**config.mk**
```make
export PLATFORM = sky130hd
export DESIGN_NAME = counter_write_arbiter_flat
export DESIGN_NICKNAME = d
export VERILOG_FILES = /design/src/rtl/counter_write_arbiter_if.sv /design/src/rtl/counter_write_arbiter.sv /design/src/flat_wrapper.sv
export SDC_FILE = /design/constraint.sdc
export NUM_CORES = 1
export LEC_CHECK = 0
export ABC_CLOCK_PERIOD_IN_PS = 1400
export BUFFER_PORTS_ARGS = -buffer_cell sky130_fd_sc_hd__buf_2
export CAP_MARGIN = 20
export CORE_MARGIN = 1
export CORE_UTILIZATION = 35
export DETAILED_ROUTE_END_ITERATION = 10
export PLACE_DENSITY = 0.75
export SETUP_SLACK_MARGIN = 0.2
export SLEW_MARGIN = 20
export SYNTH_ARGS = -nofsm -noshare
export SYNTH_HDL_FRONTEND = slang
export SYNTH_SLANG_ARGS = --single-unit
```
**constraint.sdc**
```tcl
create_clock -name clk -period 1.4 [get_ports clk]
set_input_delay 0.14 -clock clk [delete_from_list [all_inputs] [get_ports clk]]
set_output_delay 0.14 -clock clk [all_outputs]
set_load 0.02 [all_outputs]
```
**src/rtl/counter_write_arbiter_if.sv**
```systemverilog
// Bundle between the two write clients, the shared counter and the arbiter.
// The master side is the client/counter environment; the slave side is the arbiter.
interface counter_write_arbiter_if #(
  parameter int WIDTH = 9
);
  logic             req1;
  logic             lock1;
  logic             inc1;
  logic [WIDTH-1:0] data1;
  logic             ack1;
  logic             req2;
  logic             lock2;
  logic             inc2;
  logic [WIDTH-1:0] data2;
  logic             ack2;
  logic [WIDTH-1:0] cnt_value;
  logic [WIDTH-1:0] wrdata1;
  logic             wr1;
  logic [WIDTH-1:0] wrdata2;
  logic             wr2;
  logic [1:0]       owner;

  modport master (
    output req1, lock1, inc1, data1, req2, lock2, inc2, data2, cnt_value,
    input  ack1, ack2, wrdata1, wr1, wrdata2, wr2, owner
  );

  modport slave (
    input  req1, lock1, inc1, data1, req2, lock2, inc2, data2, cnt_value,
    output ack1, ack2, wrdata1, wr1, wrdata2, wr2, owner
  );
endinterface

```
**src/rtl/counter_write_arbiter.sv**
```systemverilog
// Two-client write arbiter for the shared counter: round-robin grant from IDLE,
// optional locked tenures bounded to MAX_HOLD writes while the other client waits,
// and at most one counter write port enabled in any cycle.
module counter_write_arbiter #(
  parameter int WIDTH    = 9,
  parameter int MAX_HOLD = 4
) (
  input  logic                    clk,
  input  logic                    rst,
  counter_write_arbiter_if.slave  bus
);

  localparam int HOLD_W = (MAX_HOLD > 1) ? $clog2(MAX_HOLD) : 1;
  localparam logic [HOLD_W-1:0] HOLD_LAST = HOLD_W'(MAX_HOLD - 1);
  localparam logic [HOLD_W-1:0] HOLD_ZERO = {HOLD_W{1'b0}};
  localparam logic [HOLD_W-1:0] HOLD_ONE  = HOLD_W'(1'b1);

  localparam logic [1:0] IDLE = 2'b00;
  localparam logic [1:0] OWN1 = 2'b01;
  localparam logic [1:0] OWN2 = 2'b10;

  localparam logic PRIO1 = 1'b0;
  localparam logic PRIO2 = 1'b1;

  logic [1:0]        state_r;
  logic [1:0]        state_s;
  logic              prio_r;
  logic              prio_s;
  logic [HOLD_W-1:0] hold_cnt_r;
  logic [HOLD_W-1:0] hold_cnt_s;

  logic              wr1_s;
  logic              wr2_s;
  logic [WIDTH-1:0]  inc_value_s;
  logic              own_req_s;
  logic              own_lock_s;
  logic              other_req_s;
  logic              other_prio_s;

  assign inc_value_s = bus.cnt_value + WIDTH'(1'b1);

  // Write enables and data: only the owning client writes, and reset masks everything.
  always_comb begin
    wr1_s       = 1'b0;
    wr2_s       = 1'b0;
    bus.wrdata1 = {WIDTH{1'b0}};
    bus.wrdata2 = {WIDTH{1'b0}};
    if (rst) begin
      wr1_s = 1'b0;
      wr2_s = 1'b0;
    end else begin
      wr1_s = (state_r == OWN1) && bus.req1;
      wr2_s = (state_r == OWN2) && bus.req2;
    end
    if (wr1_s) begin
      bus.wrdata1 = bus.inc1 ? inc_value_s : bus.data1;
    end else begin
      bus.wrdata1 = {WIDTH{1'b0}};
    end
    if (wr2_s) begin
      bus.wrdata2 = bus.inc2 ? inc_value_s : bus.data2;
    end else begin
      bus.wrdata2 = {WIDTH{1'b0}};
    end
  end

  assign bus.wr1   = wr1_s;
  assign bus.ack1  = wr1_s;
  assign bus.wr2   = wr2_s;
  assign bus.ack2  = wr2_s;
  assign bus.owner = state_r;

  // Select the current owner's controls and the competitor's request.
  always_comb begin
    own_req_s    = 1'b0;
    own_lock_s   = 1'b0;
    other_req_s  = 1'b0;
    other_prio_s = PRIO1;
    if (state_r == OWN2) begin
      own_req_s    = bus.req2;
      own_lock_s   = bus.lock2;
      other_req_s  = bus.req1;
      other_prio_s = PRIO1;
    end else begin
      own_req_s    = bus.req1;
      own_lock_s   = bus.lock1;
      other_req_s  = bus.req2;
      other_prio_s = PRIO2;
    end
  end

  // Next-state arbitration: grant from IDLE, then keep or release the tenure.
  always_comb begin
    state_s    = state_r;
    prio_s     = prio_r;
    hold_cnt_s = hold_cnt_r;
    case (state_r)
      IDLE: begin
        hold_cnt_s = HOLD_ZERO;
        if (bus.req1 && bus.req2) begin
          state_s = (prio_r == PRIO2) ? OWN2 : OWN1;
        end else if (bus.req1) begin
          state_s = OWN1;
        end else if (bus.req2) begin
          state_s = OWN2;
        end else begin
          state_s = IDLE;
        end
      end
      OWN1, OWN2: begin
        if (!own_req_s || !own_lock_s) begin
          // Client released ownership, or finished an unlocked write.
          state_s = IDLE;
          prio_s  = other_prio_s;
        end else if (!other_req_s) begin
          state_s    = state_r;
          hold_cnt_s = (hold_cnt_r == HOLD_LAST) ? hold_cnt_r : hold_cnt_r + HOLD_ONE;
        end else if (hold_cnt_r != HOLD_LAST) begin
          state_s    = state_r;
          hold_cnt_s = hold_cnt_r + HOLD_ONE;
        end else begin
          // Tenure exhausted while the other client waits: forced handoff.
          state_s = IDLE;
          prio_s  = other_prio_s;
        end
      end
      default: begin
        state_s    = IDLE;
        prio_s     = PRIO1;
        hold_cnt_s = HOLD_ZERO;
      end
    endcase
  end

  // State registers with synchronous reset to IDLE, client 1 favoured.
  always_ff @(posedge clk) begin
    if (rst) begin
      state_r    <= IDLE;
      prio_r     <= PRIO1;
      hold_cnt_r <= HOLD_ZERO;
    end else begin
      state_r    <= state_s;
      prio_r     <= prio_s;
      hold_cnt_r <= hold_cnt_s;
    end
  end

endmodule

```
**src/flat_wrapper.sv**
```systemverilog
// flat-port wrapper written by rule: the top's interface ports become plain ports
module counter_write_arbiter_flat 
#(
  parameter int WIDTH    = 9,
  parameter int MAX_HOLD = 4
)
  (clk, rst, bus_req1, bus_lock1, bus_inc1, bus_data1, bus_req2, bus_lock2, bus_inc2, bus_data2, bus_cnt_value, bus_ack1, bus_ack2, bus_wrdata1, bus_wr1, bus_wrdata2, bus_wr2, bus_owner);
  counter_write_arbiter_if #(.WIDTH(WIDTH)) bus_i ();
  input  logic clk;
  input  logic rst;
  input wire logic [$bits(bus_i.req1)-1:0] bus_req1;
  input wire logic [$bits(bus_i.lock1)-1:0] bus_lock1;
  input wire logic [$bits(bus_i.inc1)-1:0] bus_inc1;
  input wire logic [$bits(bus_i.data1)-1:0] bus_data1;
  input wire logic [$bits(bus_i.req2)-1:0] bus_req2;
  input wire logic [$bits(bus_i.lock2)-1:0] bus_lock2;
  input wire logic [$bits(bus_i.inc2)-1:0] bus_inc2;
  input wire logic [$bits(bus_i.data2)-1:0] bus_data2;
  input wire logic [$bits(bus_i.cnt_value)-1:0] bus_cnt_value;
  output wire logic [$bits(bus_i.ack1)-1:0] bus_ack1;
  output wire logic [$bits(bus_i.ack2)-1:0] bus_ack2;
  output wire logic [$bits(bus_i.wrdata1)-1:0] bus_wrdata1;
  output wire logic [$bits(bus_i.wr1)-1:0] bus_wr1;
  output wire logic [$bits(bus_i.wrdata2)-1:0] bus_wrdata2;
  output wire logic [$bits(bus_i.wr2)-1:0] bus_wr2;
  output wire logic [$bits(bus_i.owner)-1:0] bus_owner;
  assign bus_i.req1 = bus_req1;
  assign bus_i.lock1 = bus_lock1;
  assign bus_i.inc1 = bus_inc1;
  assign bus_i.data1 = bus_data1;
  assign bus_i.req2 = bus_req2;
  assign bus_i.lock2 = bus_lock2;
  assign bus_i.inc2 = bus_inc2;
  assign bus_i.data2 = bus_data2;
  assign bus_i.cnt_value = bus_cnt_value;
  assign bus_ack1 = bus_i.ack1;
  assign bus_ack2 = bus_i.ack2;
  assign bus_wrdata1 = bus_i.wrdata1;
  assign bus_wr1 = bus_i.wr1;
  assign bus_wrdata2 = bus_i.wrdata2;
  assign bus_wr2 = bus_i.wr2;
  assign bus_owner = bus_i.owner;
  counter_write_arbiter #(.WIDTH(WIDTH), .MAX_HOLD(MAX_HOLD)) u_core (.clk(clk), .rst(rst), .bus(bus_i));
endmodule
```
==> impl_metrics.env <==
export IMPL_status="finished with violations"
export IMPL_violations="setup timing"
export IMPL_worst_endpoint_required_ns=1.26
export IMPL_clockBufferDepth=2
export IMPL_min_period_over_period_pct=114
export IMPL_syn_to_final_growth_pct=81.3
export IMPL_timing_hold_ws_ns=0.189
export IMPL_preCtsSetupSlack_ns=-0.199
export IMPL_reg2reg_slack_ns=-0.10
export IMPL_whs_endpoint="u_core.bus.owner[1]"
export IMPL_cap_violations=0
export IMPL_path_buf_inv=3
export IMPL_drt_iter0_drc=10
export IMPL_end_kind="output port"
export IMPL_dp_final_hpwl_um=1850
export IMPL_path_depth=6
export IMPL_peakVddDrop_uv=499
export IMPL_synth_area_leader_cell="a211oi_1"
export IMPL_worstPathArrival_ns=1.45
export IMPL_grt_overflow=0
export IMPL_tritoncts="yes"
export IMPL_postSynthCellCount=104
export IMPL_clock_sinks=5
export IMPL_die_area_mm2=0.00235
export IMPL_core_area_mm2=0.00200
export IMPL_syn_area_um2=754
export IMPL_fmax_ghz=0.628
export IMPL_fin_skew_ns=0.00435
export IMPL_post_cts_buffers=0
export IMPL_die_h_um=48.4
export IMPL_ys_ff_latch=5
export IMPL_drive_above_1_share_pct=58.3
export IMPL_initial_core_util_pct=37.7
export IMPL_wl_per_cell_um=12.1
export IMPL_drc_errors=0
export IMPL_antenna_left=0
export IMPL_worst_r2r_cell_count=5
export IMPL_grt_pass1_wl_um=4050
export IMPL_ioPinCount=59
export IMPL_worstMarginPinSlew_ns=0.395
export IMPL_clk_latency_ns=0.24
export IMPL_min_from="bus_req2"
export IMPL_numCtsBuffers=3
export IMPL_die_w_um=48.4
export IMPL_setup_slack_ns=-0.192
export IMPL_ys_types=29
export IMPL_nets=211
export IMPL_relSlewSlack_pct=73.6
export IMPL_viasPerCell=5.09
export IMPL_critPathKind="reg2out"
export IMPL_ys_seq_area_share_pct=13.3
export IMPL_power_uw=631
export IMPL_grt_use_total_pct=21.0
export IMPL_min_period_ns=1.59
export IMPL_syn_nets=146
export IMPL_startpoint="u_core.bus.owner[1]"
export IMPL_r2r_start="u_core.bus.owner[0]"
export IMPL_dr_pass1_iters=4
export IMPL_synth_top_cell_area_share_pct=13.9
export IMPL_cts_htree_levels=1
export IMPL_avgSynthCellArea_um2=7.25
export IMPL_vias=992
export IMPL_hold_path_cell_count=3
export IMPL_cpPeakStageDelay_ns=0.36
export IMPL_reg2reg_to="u_core.bus.owner[0]"
export IMPL_finalWirelength_um=2360
export IMPL_p_per_area_mw_per_mm2=461
export IMPL_worstPathMaxFanout=10
export IMPL_cp_start_kind="register"
export IMPL_fillers=166
export IMPL_yosys_warnings=0
export IMPL_crit_family="buffers and inverters"
export IMPL_port_buffers=58
export IMPL_antenna_found_initial=0
export IMPL_power_leakage_nw=0.615
export IMPL_setup_violations=23
export IMPL_rsz0062_at_grt="yes"
export IMPL_path_clk_slew_ns=0.04
export IMPL_rows=16
export IMPL_cp_slowest_cell="dfxtp_4"
export IMPL_grt_max_degree=17
export IMPL_hold_path_class="in2reg"
export IMPL_gp_congestion=0.782
export IMPL_finalHoldViolations=0
export IMPL_grt_pass1_vias=962
export IMPL_cp_cell_sequence="inv_4 > ha_4 > nand3b_1 > buf_12 > a211oi_2 > buf_4"
export IMPL_diodes=0
export IMPL_drv_slew=0
export IMPL_cts_root_buf="clkbuf_4"
export IMPL_synth_area_leaders="a211oi_1, dfxtp_1, ha_1, nor2_1, mux2i_1"
## cell usage in the layout, fill, tap and decap left out, types with 2 or more instances in the layout
cell      instances
ha_4              2
inv_1             2
dfxtp_4           2
nand2b_1          3
a211oi_4          2
inv_2             3
buf_4            24
a211oi_2         12
clkbuf_4          3
buf_6             5
nor2_1           19
nand3_1           3
nand2_1           5
o41ai_1           2
nand4_1           2
ha_1              4
nand3b_1          2
xor2_1            6
dfxtp_1           3
mux2i_1           7
xnor2_1           2
buf_2            38
## layer usage
metal | share of wire, % | vias up | global-route usage, %
met5 | 0 | - | 0
met4 | 0 | 0 | 7.84
met3 | 6.3 | 0 | 4.09
met2 | 54 | 35 | 40.1
met1 | 40 | 457 | 22.4
li1 | - | 500 | -
## cell usage after synthesis
cell type and n:
and4_1 1, nor2_1 19, o21ai_0 2, xor2_1 6
a211oi_1 14, o41ai_1 2, clkbuf_1 4, and3_1 1
inv_1 6, buf_4 2, nor2b_1 1, dfxtp_1 5
a21oi_1 1, buf_2 1, o2111ai_1 2, xnor2_1 2
nand3_1 3, mux2i_1 7, a2bb2oi_1 1, o311ai_1 1
or2_0 1, nand4_1 2, nand2b_1 3, clkbuf_2 1
nand3b_1 2, nor3_1 1, nor3b_1 1, nand2_1 5
ha_1 7
## worst register-to-register path, stage by stage (launching register included)
cell     delay [ns]
dfxtp_4        0.35
inv_2          0.06
ha_2           0.20
mux2i_1        0.13
or2_4          0.27
o41ai_1        0.36
## power breakdown
group | switching, mW | total, mW | internal, mW
clock network | 0.0568 | 0.164 | 0.108
logic | 0.169 | 0.307 | 0.138
registers | 0.00876 | 0.159 | 0.150
## worst max-delay path by stage
| stage | slack (ns) | end |
|---|---|---|
| 3_3_place_gp | -0.07 | u_core.bus.owner[0] |
| 2_1_floorplan | -0.12 | bus_wrdata1[3] |
| 4_1_cts | -0.20 | bus_wrdata1[7] |
| 6_report | -0.19 | bus_wrdata1[7] |
| 3_5_place_dp | -0.20 | u_core.bus.owner[0] |
| 5_1_grt | -0.28 | bus_wrdata1[7] |
## cell type report
type / count / area, um^2 / area share, %
multi-input combinational: 85 / 728 / 53.2
timing repair buffer: 68 / 447 / 32.7
sequential: 5 / 108 / 7.87
clock buffer: 4 / 26.3 / 1.92
tap: 27 / 33.8 / 2.47
inverter: 6 / 25.0 / 1.83
## timing repair
item	in CTS	in global routing
endpoints found under the setup margin	27	27
resized for setup	29	4
hold buffers	0	0
## state kept, by name (all words and copies together) (netlist names)
signal	flops
u_core.bus.owner	2
u_core.hold_cnt_r	2
u_core.prio_r	1
## cells by family after synthesis
family	Yosys count	share of synthesized area (%)
buffers and inverters	14	8.29
and+or+nand+nor	40	25.4
xor gates and xnor gates	8	9.29
muxes	7	9.29
DFF	5	13.3
AOI/OAI and AO/OA	23	22.9
adders and majority gates	7	11.6
## through the flow
stage,cells,TNS [ns],utilization (%),cell area [um^2]
floorplan,104,-2.23,-,872
global placement,191,-0.193,61.8,1240
detailed placement,191,-0.509,61.8,1240
CTS,195,-3.10,67.3,1350
global route,195,-4.69,68.3,1370
finish,195,-2.75,68.3,1370
Note: power is estimated with default switching activity, not from simulation.
